$ cat config.mk
export PLATFORM = sky130hd
export DESIGN_NAME = psk_tx_frame_scheduler_flat
export DESIGN_NICKNAME = d
export VERILOG_FILES = /design/src/rtl/psk_tx_frame_scheduler_if.sv /design/src/rtl/psk_tx_frame_scheduler.sv /design/src/flat_wrapper.sv
export SDC_FILE = /design/constraint.sdc
export NUM_CORES = 1
export LEC_CHECK = 0
export CAP_MARGIN = 10
export CORE_MARGIN = 5
export CORE_UTILIZATION = 52
export CTS_CLUSTER_SIZE = 8
export DETAILED_ROUTE_END_ITERATION = 8
export GPL_TIMING_DRIVEN = 0
export HOLD_SLACK_MARGIN = 0.03
export PLACE_DENSITY = 0.9
export SLEW_MARGIN = 20
export SYNTH_ARGS = -nofsm -noshare
export SYNTH_HDL_FRONTEND = slang
export SYNTH_SLANG_ARGS = --single-unit
$ cat constraint.sdc
create_clock -name clk_16d384M -period 2.17 [get_ports clk_16d384M]
set_input_delay 0.651 -clock clk_16d384M [delete_from_list [all_inputs] [get_ports clk_16d384M]]
set_output_delay 0.651 -clock clk_16d384M [all_outputs]
set_load 0.05 [all_outputs]
$ cat src/rtl/psk_tx_frame_scheduler_if.sv
// psk_tx_frame_scheduler_if: two byte sources in, framed PSK byte stream out
interface psk_tx_frame_scheduler_if;
  logic [7:0] s0_tdata, s1_tdata, psk_tdata;
  logic s0_tvalid, s0_tlast, s0_tready;
  logic s1_tvalid, s1_tlast, s1_tready;
  logic psk_tvalid, psk_tlast, psk_tuser, psk_tready;
  modport master (
    input s0_tdata, s0_tvalid, s0_tlast, s1_tdata, s1_tvalid, s1_tlast, psk_tready,
    output s0_tready, s1_tready, psk_tdata, psk_tvalid, psk_tlast, psk_tuser
  );
  modport slave (
    output s0_tdata, s0_tvalid, s0_tlast, s1_tdata, s1_tvalid, s1_tlast, psk_tready,
    input s0_tready, s1_tready, psk_tdata, psk_tvalid, psk_tlast, psk_tuser
  );
endinterface

$ cat src/rtl/psk_tx_frame_scheduler.sv
// psk_tx_frame_scheduler: round-robin frame scheduler (preamble, header, payload, gap) feeding the PSK modulator
module psk_tx_frame_scheduler #(
  parameter int PREAMBLE_LEN = 4,
  parameter logic [7:0] PREAMBLE_BYTE = 8'h55,
  parameter int GAP_CYCLES = 16,
  parameter int MAX_PAYLOAD = 64
) (
  input logic clk_16d384M,
  input logic rst_16d384M,
  input logic enable,
  psk_tx_frame_scheduler_if.master bus,
  output logic busy,
  output logic frame_src,
  output logic [15:0] frames_sent,
  output logic overflow
);
  typedef enum logic [2:0] {IDLE, PREAMBLE, HEADER, PAYLOAD, GAP} state_t;
  state_t state, state_n;
  logic rr;
  logic [3:0] pre_cnt;
  logic [7:0] pay_cnt, gap_cnt, sel_data;
  logic [6:0] seq;
  logic out_load, take, accept, done, grant, forced, gap_end, sel_valid, sel_last;
  always_comb begin
    out_load = !bus.psk_tvalid || bus.psk_tready;
    sel_valid = frame_src ? bus.s1_tvalid : bus.s0_tvalid;
    sel_last = frame_src ? bus.s1_tlast : bus.s0_tlast;
    sel_data = frame_src ? bus.s1_tdata : bus.s0_tdata;
    take = state == PAYLOAD && out_load && !(bus.psk_tvalid && bus.psk_tlast);
    accept = take && sel_valid;
    done = state == PAYLOAD && bus.psk_tvalid && bus.psk_tready && bus.psk_tlast;
    forced = pay_cnt == 8'(MAX_PAYLOAD - 1);
    gap_end = 9'(gap_cnt) + 9'd1 >= 9'(GAP_CYCLES);
    grant = bus.s0_tvalid && bus.s1_tvalid ? rr : bus.s1_tvalid;
    bus.s0_tready = take && !frame_src;
    bus.s1_tready = take && frame_src;
    state_n = state;
    case (state)
      IDLE: state_n = enable && (bus.s0_tvalid || bus.s1_tvalid) ? PREAMBLE : IDLE;
      PREAMBLE: state_n = out_load && pre_cnt == 4'(PREAMBLE_LEN - 1) ? HEADER : PREAMBLE;
      HEADER: state_n = out_load ? PAYLOAD : HEADER;
      PAYLOAD: state_n = done ? GAP : PAYLOAD;
      GAP: state_n = gap_end ? IDLE : GAP;
      default: state_n = IDLE;
    endcase
  end
  always_ff @(posedge clk_16d384M) state <= rst_16d384M ? IDLE : state_n;
  assign busy = state != IDLE;
  always_ff @(posedge clk_16d384M) begin
    if (rst_16d384M) begin
      bus.psk_tdata <= '0;
      bus.psk_tvalid <= 1'b0;
      bus.psk_tlast <= 1'b0;
      bus.psk_tuser <= 1'b0;
      frame_src <= 1'b0;
      rr <= 1'b0;
      pre_cnt <= '0;
      pay_cnt <= '0;
      gap_cnt <= '0;
      seq <= '0;
      frames_sent <= '0;
      overflow <= 1'b0;
    end else begin
      case (state)
        IDLE: begin
          pre_cnt <= '0;
          if (state_n == PREAMBLE) begin
            frame_src <= grant;
            rr <= !grant;
          end
        end
        PREAMBLE: if (out_load) begin
          bus.psk_tdata <= PREAMBLE_BYTE;
          bus.psk_tvalid <= 1'b1;
          bus.psk_tuser <= pre_cnt == 4'd0;
          bus.psk_tlast <= 1'b0;
          pre_cnt <= pre_cnt + 4'd1;
        end
        HEADER: if (out_load) begin
          bus.psk_tdata <= {frame_src, seq};
          bus.psk_tvalid <= 1'b1;
          bus.psk_tuser <= 1'b0;
          pay_cnt <= '0;
        end
        PAYLOAD: if (done) begin
          bus.psk_tvalid <= 1'b0;
          bus.psk_tlast <= 1'b0;
          frames_sent <= frames_sent + 16'd1;
          seq <= seq + 7'd1;
          gap_cnt <= '0;
        end else if (accept) begin
          bus.psk_tdata <= sel_data;
          bus.psk_tvalid <= 1'b1;
          bus.psk_tlast <= sel_last || forced;
          overflow <= overflow || (forced && !sel_last);
          pay_cnt <= pay_cnt + 8'd1;
        end else if (out_load) begin
          bus.psk_tvalid <= 1'b0;
        end
        GAP: gap_cnt <= gap_end ? gap_cnt : gap_cnt + 8'd1;
        default: ;
      endcase
    end
  end
endmodule

$ cat src/flat_wrapper.sv
// flat-port wrapper written by rule: the top's interface ports become plain ports
module psk_tx_frame_scheduler_flat 
#(
  parameter int PREAMBLE_LEN = 4,
  parameter logic [7:0] PREAMBLE_BYTE = 8'h55,
  parameter int GAP_CYCLES = 16,
  parameter int MAX_PAYLOAD = 64
)
  (clk_16d384M, rst_16d384M, enable, busy, frame_src, frames_sent, overflow, bus_s0_tdata, bus_s0_tvalid, bus_s0_tlast, bus_s1_tdata, bus_s1_tvalid, bus_s1_tlast, bus_psk_tready, bus_s0_tready, bus_s1_tready, bus_psk_tdata, bus_psk_tvalid, bus_psk_tlast, bus_psk_tuser);
  psk_tx_frame_scheduler_if bus_i ();
  input logic clk_16d384M;
  input logic rst_16d384M;
  input logic enable;
  output logic busy;
  output logic frame_src;
  output logic [15:0] frames_sent;
  output logic overflow;
  input wire logic [$bits(bus_i.s0_tdata)-1:0] bus_s0_tdata;
  input wire logic [$bits(bus_i.s0_tvalid)-1:0] bus_s0_tvalid;
  input wire logic [$bits(bus_i.s0_tlast)-1:0] bus_s0_tlast;
  input wire logic [$bits(bus_i.s1_tdata)-1:0] bus_s1_tdata;
  input wire logic [$bits(bus_i.s1_tvalid)-1:0] bus_s1_tvalid;
  input wire logic [$bits(bus_i.s1_tlast)-1:0] bus_s1_tlast;
  input wire logic [$bits(bus_i.psk_tready)-1:0] bus_psk_tready;
  output wire logic [$bits(bus_i.s0_tready)-1:0] bus_s0_tready;
  output wire logic [$bits(bus_i.s1_tready)-1:0] bus_s1_tready;
  output wire logic [$bits(bus_i.psk_tdata)-1:0] bus_psk_tdata;
  output wire logic [$bits(bus_i.psk_tvalid)-1:0] bus_psk_tvalid;
  output wire logic [$bits(bus_i.psk_tlast)-1:0] bus_psk_tlast;
  output wire logic [$bits(bus_i.psk_tuser)-1:0] bus_psk_tuser;
  assign bus_i.s0_tdata = bus_s0_tdata;
  assign bus_i.s0_tvalid = bus_s0_tvalid;
  assign bus_i.s0_tlast = bus_s0_tlast;
  assign bus_i.s1_tdata = bus_s1_tdata;
  assign bus_i.s1_tvalid = bus_s1_tvalid;
  assign bus_i.s1_tlast = bus_s1_tlast;
  assign bus_i.psk_tready = bus_psk_tready;
  assign bus_s0_tready = bus_i.s0_tready;
  assign bus_s1_tready = bus_i.s1_tready;
  assign bus_psk_tdata = bus_i.psk_tdata;
  assign bus_psk_tvalid = bus_i.psk_tvalid;
  assign bus_psk_tlast = bus_i.psk_tlast;
  assign bus_psk_tuser = bus_i.psk_tuser;
  psk_tx_frame_scheduler #(.PREAMBLE_LEN(PREAMBLE_LEN), .PREAMBLE_BYTE(PREAMBLE_BYTE), .GAP_CYCLES(GAP_CYCLES), .MAX_PAYLOAD(MAX_PAYLOAD)) u_core (.clk_16d384M(clk_16d384M), .rst_16d384M(rst_16d384M), .enable(enable), .bus(bus_i), .busy(busy), .frame_src(frame_src), .frames_sent(frames_sent), .overflow(overflow));
endmodule
==> reports/results.ini, run 1 <==
[floorplan]
num_rows = 27
ios = 56
die-area_mm2 = 0.007215
die_h_um = 84.94
core_area_mm2 = 0.005473
start_util = 0.5336
die_w_um = 84.94

[pwr]
comb_power_share = 0.115
ir_drop_v = 0.0004372
p_int_mw = 1.720
power_density_mw_per_mm2 = 594.6
p_sw_frac = 0.2518
leakage_nw = 1.581
p_clk_frac = 0.394
share_seq_of_total_power = 0.491
p_switching_mw = 0.5790
total_power_mw = 2.299

[worst_setup_path]
reg2reg_from = u_core.state[0]$_SDFF_PP0_
worstSetupPathType = reg -> out
worst_setup_path_end_kind = primary output
crit_fanout = 2
timing.rr.end = u_core.frames_sent[13]$_SDFFE_PP0N_
reg2reg_depth = 6
crit_arrival_ns = 1.52
r2r_setup_slack_ns = 0.20
crit_required_ns = 1.52
cp-start-kind = flip-flop

[detailed_routing]
dr.pass1.iters = 7
vias_per_cell = 5.757
finalWirelength_mm = 8.018
detail_route.wl_per_cell_um = 16.13
route.vias.total = 2861
drc = 0
antenna_left = 0
drtIter0Drc = 313

[synthesis]
ys_ff_latch = 60
avgSynthCellArea_um2 = 8.296
synth-edff-count = 0
synthesis.nets = 383
yosysUniqueCellTypes = 43
synth_seq_area_share = 0.4113
synth.area.top_cells = dfxtp_1 (41%), nor2_1 (6.8%), xor2_1 (5.4%), nand2_1 (3.9%), mux2i_1 (3.8%)
ys.flop_type = dfxtp_1
yosysWarningCount = 0
synth_area_leader_cell = dfxtp_1
syn_area_mm2 = 0.002920
async_flop_share = 0
synth_top_area_share = 0.4113
synthCells = 352

[worst_hold_path]
min_path_cells = 2
worstHoldPathType = reg -> reg
hold_end = u_core.bus.psk_tdata[5]$_SDFFE_PP0P_
hp-start = u_core.bus.psk_tdata[5]$_SDFFE_PP0P_

[global_route]
grt_pass1_vias = 2798
antenna_found_initial = 0
met2_usage = 0.3566
met3_usage = 0.04272
grtUsageTotal = 0.2208
grt_pass1_wl_mm = 12.87
grt_use_met1 = 0.2723
overflow = 0
top_usage_layer = met2
grt_max_degree = 11

[timing]
setup_viol = 2
max_slew_margin = 0.5167
fmax_mhz = 460.6
finalHoldViolations = 0
clock_skew_ns = 0.008050
worst_slew_pin_slew_ns = 0.7195
rsz0062_at_grt = yes
maxSlewViolCount = 0
worst_slack_ns = -0.0009504
period_minus_slack_ns = 2.171
finalCritPeriodShare = 1.000

[layout]
area_growth_pct = 32.39
nets = 453
diodes = 0
final_common_cell = dfxtp_1
final_cell_mix = dfxtp_1 (56), nor2_1 (51), nand2_1 (30), clkdlybuf4s50_1 (26)
final_cell_area_mm2 = 0.003866
postLayoutCoreUtil = 0.7064
drive_gt1_frac = 0.1153

[clock_tree]
cts_hold_buf = 0
cts_sinks = 60
clk_path_buf_depth = 2
cts-htree-levels = 3
clock_latency_ns = 0.34
clk_pin_slew_ns = 0.06
numCtsBuffers = 9
root_buffer = clkbuf_8
cts_tree = built

[outcome]
status = finished, violations left
violations = setup timing

[place]
place.gp.congestion = 0.8939
placed_area_mm2 = 0.003567
hpwl_mm = 5.467
portBuffers = 54
dp_slack_ns = -1.092

[run]
cap_violations = 0

## cell usage after synthesis (5+ instances only)
master and instances:
a21oi_1 18, and3_1 5, buf_2 5, clkbuf_1 7
dfxtp_1 60, ha_1 7, inv_1 12, mux2i_1 11
nand2_1 30, nand2b_1 5, nand3_1 12, nand4_1 13
nor2_1 53, nor3_1 16, o2111ai_1 5, o21ai_0 15
xnor2_1 11, xor2_1 18
## worst max path at each step
stage,start,cells after the start,slack [ns],endpoint
after floorplan,u_core.frame_src$_SDFFE_PP0P_,4,-0.03,bus_s1_tready
after global placement,bus_psk_tready,5,-1.11,bus_s0_tready
after detailed placement,bus_psk_tready,5,-1.09,bus_s0_tready
after CTS,u_core.frames_sent[13]$_SDFFE_PP0N_,1,0.0009,frames_sent[13]
after global routing,u_core.state[1]$_SDFF_PP0_,7,-0.03,bus_s0_tready
final,u_core.state[1]$_SDFF_PP0_,7,-0.001,bus_s0_tready
## worst max-delay path, cell delays in order (launching register included)
cell and delay (ns):
dfxtp_2 0.34, nor2b_4 0.14, buf_6 0.11, buf_6 0.09, o211ai_1 0.09, buf_4 0.17
nor2_4 0.09, buf_8 0.15
## registers in the layout (all words and copies together), names as in the netlist
register,cells
u_core.bus.psk_tdata,8
u_core.bus.psk_tlast,1
u_core.bus.psk_tuser,1
u_core.bus.psk_tvalid,1
u_core.frame_src,1
u_core.frames_sent,16
u_core.gap_cnt,8
u_core.overflow,1
u_core.pay_cnt,8
u_core.pre_cnt,4
u_core.rr,1
u_core.seq,7
u_core.state,3
## cell families (layout without fill, tap and decap cells)
group,count (synthesis),count (layout),share of synthesized area
simple gates,153,153,0.2524
compound gates,62,62,0.1358
flops,60,60,0.4113
xor+xnor,29,29,0.08697
buf+inv,29,102,0.04199
mux,12,12,0.04156
fa+ha+maj,7,7,0.02999
## what timing repair did
action,4_1_cts,5_1_grt
gates resized for setup,58,23
setup buffers,3,2
pin swaps,2,2
setup endpoints to repair,43,21
## stage by stage
stage	std cells	hold WS (ns)	setup TNS, ns
after floorplan	352	0.4308	-0.03034
after global placement	478	0.4476	-18.29
after detailed placement	478	0.4505	-19.03
after CTS	495	0.4588	0
after global routing	497	0.4950	-0.08031
final	497	0.4629	-0.001551
## layer usage
layer / wire [µm] / share of wire
met5: 0 / 0
met4: 236 / 0.029
met3: 591 / 0.074
met2: 3975 / 0.50
met1: 3215 / 0.40
## cell type report
type	count	area [µm²]
multi-input combinational	263	1649
fill	428	1607
sequential	60	1206
timing repair buffer	59	580.6
clock buffer	13	168.9
buffer	17	118.9
tap	72	90.09
inverter	12	45.04
clock inverter	1	7.507
## power groups by stage
| stage | sequential, mW | combinational, mW | clock (mW) |
|---|---|---|---|
| 2_1_floorplan | 1.19 | 0.107 | 0 |
| 3_3_place_gp | 1.15 | 0.238 | 0 |
| 3_5_place_dp | 1.15 | 0.242 | 0 |
| 4_1_cts | 1.13 | 0.249 | 0.914 |
| 5_1_grt | 1.13 | 0.280 | 0.969 |
| 6_report | 1.13 | 0.264 | 0.906 |
(Power assumes the default switching activity.)
==> inputs of run 2 (changes only) <==
--- a/config.mk
+++ b/config.mk
@@ -5,8 +5,7 @@
 export SDC_FILE = /design/constraint.sdc
 export NUM_CORES = 1
 export LEC_CHECK = 0
-export CAP_MARGIN = 10
-export CORE_MARGIN = 5
+export CAP_MARGIN = 20
 export CORE_UTILIZATION = 52
 export CTS_CLUSTER_SIZE = 8
 export DETAILED_ROUTE_END_ITERATION = 8
==> run 2 against run 1 <==
The run still ends with setup timing left; clock-buffer cell count rose by 1; die area shrank 18%; register-to-register slack got worse by 0.07 ns; worst setup slack worse by 0.065 ns; final cell count up 0.40%; critical path type unchanged; critical endpoint unchanged; highest routed layer unchanged.
==> reports/results.ini, run 2 (synthesized netlist as in run 1, its figures left out) <==
[global_route]
grt_use_met1 = 0.3469
grt_max_degree = 11
grt_pass1_wl_mm = 13.76
grtUsageTotal = 0.3009
antenna_found_initial = 0
met2_usage = 0.5009
grt_pass1_vias = 2893
top_usage_layer = met2
met3_usage = 0.08810
overflow = 0

[timing]
finalHoldViolations = 0
whs_ns = 0.4552
rsz0062_at_grt = yes
setup_tns_ns = -0.1303
max_slew_margin = 0.4980
worst_slew_pin_slew_ns = 0.7472
worst_slack_ns = -0.06565
setup_viol = 2
fmax_mhz = 447.3
clock_skew_ns = 0.01037
period_minus_slack_ns = 2.236
finalCritPeriodShare = 1.030
maxSlewViolCount = 0

[clock_tree]
cts-htree-levels = 3
cts_tree = built
clk_path_buf_depth = 2
root_buffer = clkbuf_8
clk_pin_slew_ns = 0.07
cts_hold_buf = 0
clock_latency_ns = 0.35
cts_sinks = 60
numCtsBuffers = 9

[worst_setup_path]
cp-start-kind = flip-flop
cp_slowest_cell = dfxtp_2
reg2reg_from = u_core.bus.psk_tlast$_SDFFE_PP0P_
timing.rr.end = u_core.gap_cnt[0]$_SDFFE_PP0P_
worst_setup_path_end_kind = primary output
max_stage_delay_ns = 0.35
crit_path_cell_trace = nor2b_4 -> buf_6 -> buf_8 -> o211ai_1 -> buf_4 -> nor2_4 -> buf_6
cp_num_buf_inv = 4
crit_required_ns = 1.52
r2r_setup_slack_ns = 0.13
worstSetupPathType = reg -> out
cp_top_family = buffers and inverters
cp_num_cells = 7
crit_fanout = 3
cp-startpoint = u_core.state[1]$_SDFF_PP0_
reg2reg_depth = 5
crit_arrival_ns = 1.58
crit_end = bus_s0_tready
path_common_cell = buf_6

[place]
portBuffers = 54
place.gp.congestion = 0.8692
hpwl_mm = 5.518

[layout]
final_cell_mix = dfxtp_1 (55), nor2_1 (51), nand2_1 (30), clkdlybuf4s50_1 (24)
largest_register = u_core.frames_sent
drive_gt1_frac = 0.1212
largest_register_ffs = 16
diodes = 0
final_common_cell = dfxtp_1
postLayoutCoreUtil = 0.7369
nets = 455
area_growth_pct = 32.99

[detailed_routing]
drc = 0
dr.pass1.iters = 5
finalWirelength_mm = 8.718
route.vias.total = 2976
vias_per_cell = 5.964
detail_route.wl_per_cell_um = 17.47
drtIter0Drc = 205
antenna_left = 0

[outcome]
violations = setup timing
status = finished, violations left

[pwr]
power_density_mw_per_mm2 = 585.2
leakage_nw = 1.633
ir_drop_v = 0.0003756

[floorplan]
die-area_mm2 = 0.005920
start_util = 0.5541
core_area_mm2 = 0.005270
num_rows = 26
die_w_um = 76.94
die_h_um = 76.94
ios = 56

[run]
cap_violations = 0

[worst_hold_path]
worstHoldPathType = reg -> reg

run 2: cell types whose count changed in the layout (fill, tap and decap cells not counted), sizes merged:
cell	change
buf	+1
clkbuf	+2
clkdlybuf4s50	-2
clkinv	+2
clkinvlp	-1
dlymetal6s2s	+2
run 2: layer usage:
metal	share of wire	routed length [µm]	up-vias
met5	0	0	-
li1	-	-	1379
met1	0.40	3453	1412
met3	0.069	602	37
met4	0.036	311	0
met2	0.50	4351	148
run 2: cell type report:
cell class              count  area, µm²
clock buffers              14      152.6
clock inverters             2      10.01
plain buffers              17      122.6
multi-input cells         263       1662
flip-flops and latches     60       1207
repair buffers             61      596.8
inverters                  12      45.04
fillers                   396       1386
well taps                  70      87.58
run 2: stage by stage:
| step | power, mW | instance area, µm² | setup WS, ns | cells |
|---|---|---|---|---|
| floorplan | 1.296 | 2937 | -0.03034 | 352 |
| global placement | 1.392 | 3565 | -1.066 | 476 |
| detailed placement | 1.399 | 3565 | -1.101 | 476 |
| CTS | 2.252 | 3760 | -0.04860 | 494 |
| global route | 2.354 | 3884 | -0.1092 | 499 |
| finish | 2.273 | 3884 | -0.06565 | 499 |
run 2: tightest hold or removal path, stage by stage (launching register included):
cell and delay, ns:
dfxtp_1 0.30, nand2_1 0.05, a21oi_1 0.06
run 2: worst min-delay path by stage:
stage / startpoint / to / slack [ns] / cells past startpoint
2_1_floorplan: u_core.gap_cnt[7]$_SDFFE_PP0P_ / u_core.gap_cnt[7]$_SDFFE_PP0P_ / 0.43 / 1
4_1_cts: u_core.bus.psk_tdata[5]$_SDFFE_PP0P_ / u_core.bus.psk_tdata[5]$_SDFFE_PP0P_ / 0.46 / 2
6_report: u_core.bus.psk_tdata[5]$_SDFFE_PP0P_ / u_core.bus.psk_tdata[5]$_SDFFE_PP0P_ / 0.46 / 2
5_1_grt: u_core.bus.psk_tdata[7]$_SDFFE_PP0P_ / u_core.bus.psk_tdata[7]$_SDFFE_PP0P_ / 0.49 / 2
3_3_place_gp: u_core.bus.psk_tdata[5]$_SDFFE_PP0P_ / u_core.bus.psk_tdata[5]$_SDFFE_PP0P_ / 0.44 / 2
3_5_place_dp: u_core.bus.psk_tdata[5]$_SDFFE_PP0P_ / u_core.bus.psk_tdata[5]$_SDFFE_PP0P_ / 0.45 / 2
run 2: where the power goes:
part	switching [mW]	total, mW	internal, mW	leakage, nW
Clock	0.424	0.868	0.443	0.0844
Combinational	0.167	0.275	0.108	1.06
Sequential	0.0122	1.13	1.12	0.487
Total	0.604	2.27	1.67	1.63
run 2: what timing repair did:
item	in CTS	in global routing
endpoints found under the setup margin	43	29
resized for setup	56	29
setup buffers	2	5
gates cloned	0	0
pin swaps	3	3
==> inputs of run 3 (changes only) <==
--- a/config.mk
+++ b/config.mk
@@ -6,12 +6,11 @@
 export NUM_CORES = 1
 export LEC_CHECK = 0
 export CAP_MARGIN = 20
-export CORE_UTILIZATION = 52
+export CORE_UTILIZATION = 50
 export CTS_CLUSTER_SIZE = 8
 export DETAILED_ROUTE_END_ITERATION = 8
 export GPL_TIMING_DRIVEN = 0
-export HOLD_SLACK_MARGIN = 0.03
-export PLACE_DENSITY = 0.9
+export PLACE_DENSITY = 0.87
 export SLEW_MARGIN = 20
 export SYNTH_ARGS = -nofsm -noshare
 export SYNTH_HDL_FRONTEND = slang
==> run 3 against run 2 <==
The run still ends with setup timing left; clock power increased by 36%; flip-flop and latch count is the same; first-iteration DRC count rose by 4.9%; worst hold slack gained 0.0027 ns; global-route usage shrank 2.6 points; critical path type is now in -> out; final area increased by 1.8%.
==> reports/results.ini, run 3 (synthesized netlist as in run 1, its figures left out) <==
[global_route]
antenna_found_initial = 0
grt_pass1_vias = 2807
grt_pass1_wl_mm = 12.97
grtUsageTotal = 0.2753
grt_max_degree = 11
overflow = 0

[timing]
finalCritPeriodShare = 1.001
max_slew_margin = 0.5752
worst_slew_pin_slew_ns = 0.6324
finalHoldViolations = 0
setup_viol = 1
worst_slack_ns = -0.002805
fmax_mhz = 460.2
clock_skew_ns = 0.01089
rsz0062_at_grt = yes
period_minus_slack_ns = 2.173
setup_tns_ns = -0.002805
maxSlewViolCount = 0

[detailed_routing]
dr.pass1.iters = 5
drtIter0Drc = 215
route.vias.total = 2933
finalWirelength_mm = 8.237
detail_route.wl_per_cell_um = 16.41
drc = 0
antenna_left = 0
vias_per_cell = 5.843

[worst_setup_path]
cp-start-kind = primary input
timing.rr.end = u_core.frames_sent[13]$_SDFFE_PP0N_
cp_slowest_cell = nor2b_4
reg2reg_depth = 5
cp_top_family = buffers and inverters
crit_arrival_ns = 1.52
max_stage_delay_ns = 0.18
reg2reg_from = u_core.bus.psk_tlast$_SDFFE_PP0P_
r2r_setup_slack_ns = 0.12
worstSetupPathType = in -> out
crit_required_ns = 1.52
crit_path_cell_trace = clkbuf_4 -> nor2b_4 -> o211ai_1 -> buf_4 -> nor2_4 -> buf_8
worst_setup_path_end_kind = primary output
cp_num_buf_inv = 3
crit_fanout = 7

[layout]
postLayoutCoreUtil = 0.7095
largest_register = u_core.frames_sent
final_common_cell = dfxtp_1
area_growth_pct = 35.43
largest_register_ffs = 16
final_cells = 502
final_cell_mix = dfxtp_1 (56), nor2_1 (51), nand2_1 (30), clkdlybuf4s50_1 (25), dlygate4sd2_1 (19)
diodes = 0
nets = 456
final_cell_area_mm2 = 0.003955
drive_gt1_frac = 0.1349

[floorplan]
num_rows = 27
die-area_mm2 = 0.006150
die_w_um = 78.43
core_area_mm2 = 0.005574
start_util = 0.5239
die_h_um = 78.43
ios = 56

[place]
hpwl_mm = 5.321
dp_slack_ns = -1.173
portBuffers = 54
placed_cells = 478
place.gp.congestion = 0.8467
placed_area_mm2 = 0.003567

[worst_hold_path]
min_path_cells = 2
hp-start = u_core.bus.psk_tdata[5]$_SDFFE_PP0P_
hold_end = u_core.bus.psk_tdata[5]$_SDFFE_PP0P_
worstHoldPathType = reg -> reg

[clock_tree]
cts_tree = built
numCtsBuffers = 9
clk_path_buf_depth = 2
clk_pin_slew_ns = 0.06
cts-htree-levels = 3
root_buffer = clkbuf_8
cts_sinks = 60
clock_latency_ns = 0.35
cts_hold_buf = 0

[outcome]
violations = setup timing
status = finished, violations left

[pwr]
ir_drop_v = 0.0004491
power_density_mw_per_mm2 = 653.8
leakage_nw = 1.613

[run]
cap_violations = 0

[run 3: final cells by class]
cell class / instances / area (µm²)
Tap cell: 72 / 90.09
Clock inverter: 4 / 70.07
Inverter: 12 / 45.04
Timing Repair Buffer: 63 / 601.8
Buffer: 16 / 111.4
Sequential cell: 60 / 1206
Fill cell: 404 / 1619
Multi-Input combinational cell: 263 / 1665
Clock buffer: 12 / 165.2
[run 3: how the worst max path moves through the flow]
| stage | slack [ns] | cells after the start | from | end |
|---|---|---|---|---|
| finish | -0.003 | 6 | bus_psk_tready | bus_s0_tready |
| global route | -0.05 | 5 | u_core.bus.psk_tvalid$_SDFFE_PP0P_ | bus_s0_tready |
| CTS | -0.06 | 7 | u_core.state[1]$_SDFF_PP0_ | bus_s0_tready |
| detailed placement | -1.17 | 5 | bus_psk_tready | bus_s0_tready |
| global placement | -1.11 | 5 | bus_psk_tready | bus_s0_tready |
| floorplan | -0.03 | 4 | u_core.frame_src$_SDFFE_PP0P_ | bus_s1_tready |
[run 3: worst min-delay path, cell delays in order, from the launching register on]
cell and delay [ns]:
dfxtp_1 0.31, nand2_1 0.05, a21oi_1 0.05
[run 3: metal layers]
| layer | vias up | GRT usage | part of all wire |
|---|---|---|---|
| met3 | 29 | 0.07791 | 0.075 |
| met2 | 138 | 0.4684 | 0.50 |
| met5 | - | 0 | 0 |
| met4 | 0 | 0.1296 | 0.029 |
| li1 | 1380 | - | - |
| met1 | 1386 | 0.3178 | 0.40 |
[run 3: metrics by stage]
step / power (mW) / hold slack (ns)
2_1_floorplan: 1.296 / 0.4308
3_3_place_gp: 1.392 / 0.4503
3_5_place_dp: 1.397 / 0.4507
4_1_cts: 2.564 / 0.4579
5_1_grt: 2.655 / 0.4882
6_report: 2.586 / 0.4578
[run 3: what timing repair did]
item,in CTS,in global routing
gates resized for setup,66,17
endpoints found under the setup margin,49,16
cloned,0,0
setup buffers,2,7
pin swaps,2,3
[run 3: report_power, final]
| part | switching, mW | internal [mW] |
|---|---|---|
| registers | 0.0125 | 1.12 |
| clock network | 0.440 | 0.736 |
| logic | 0.168 | 0.112 |
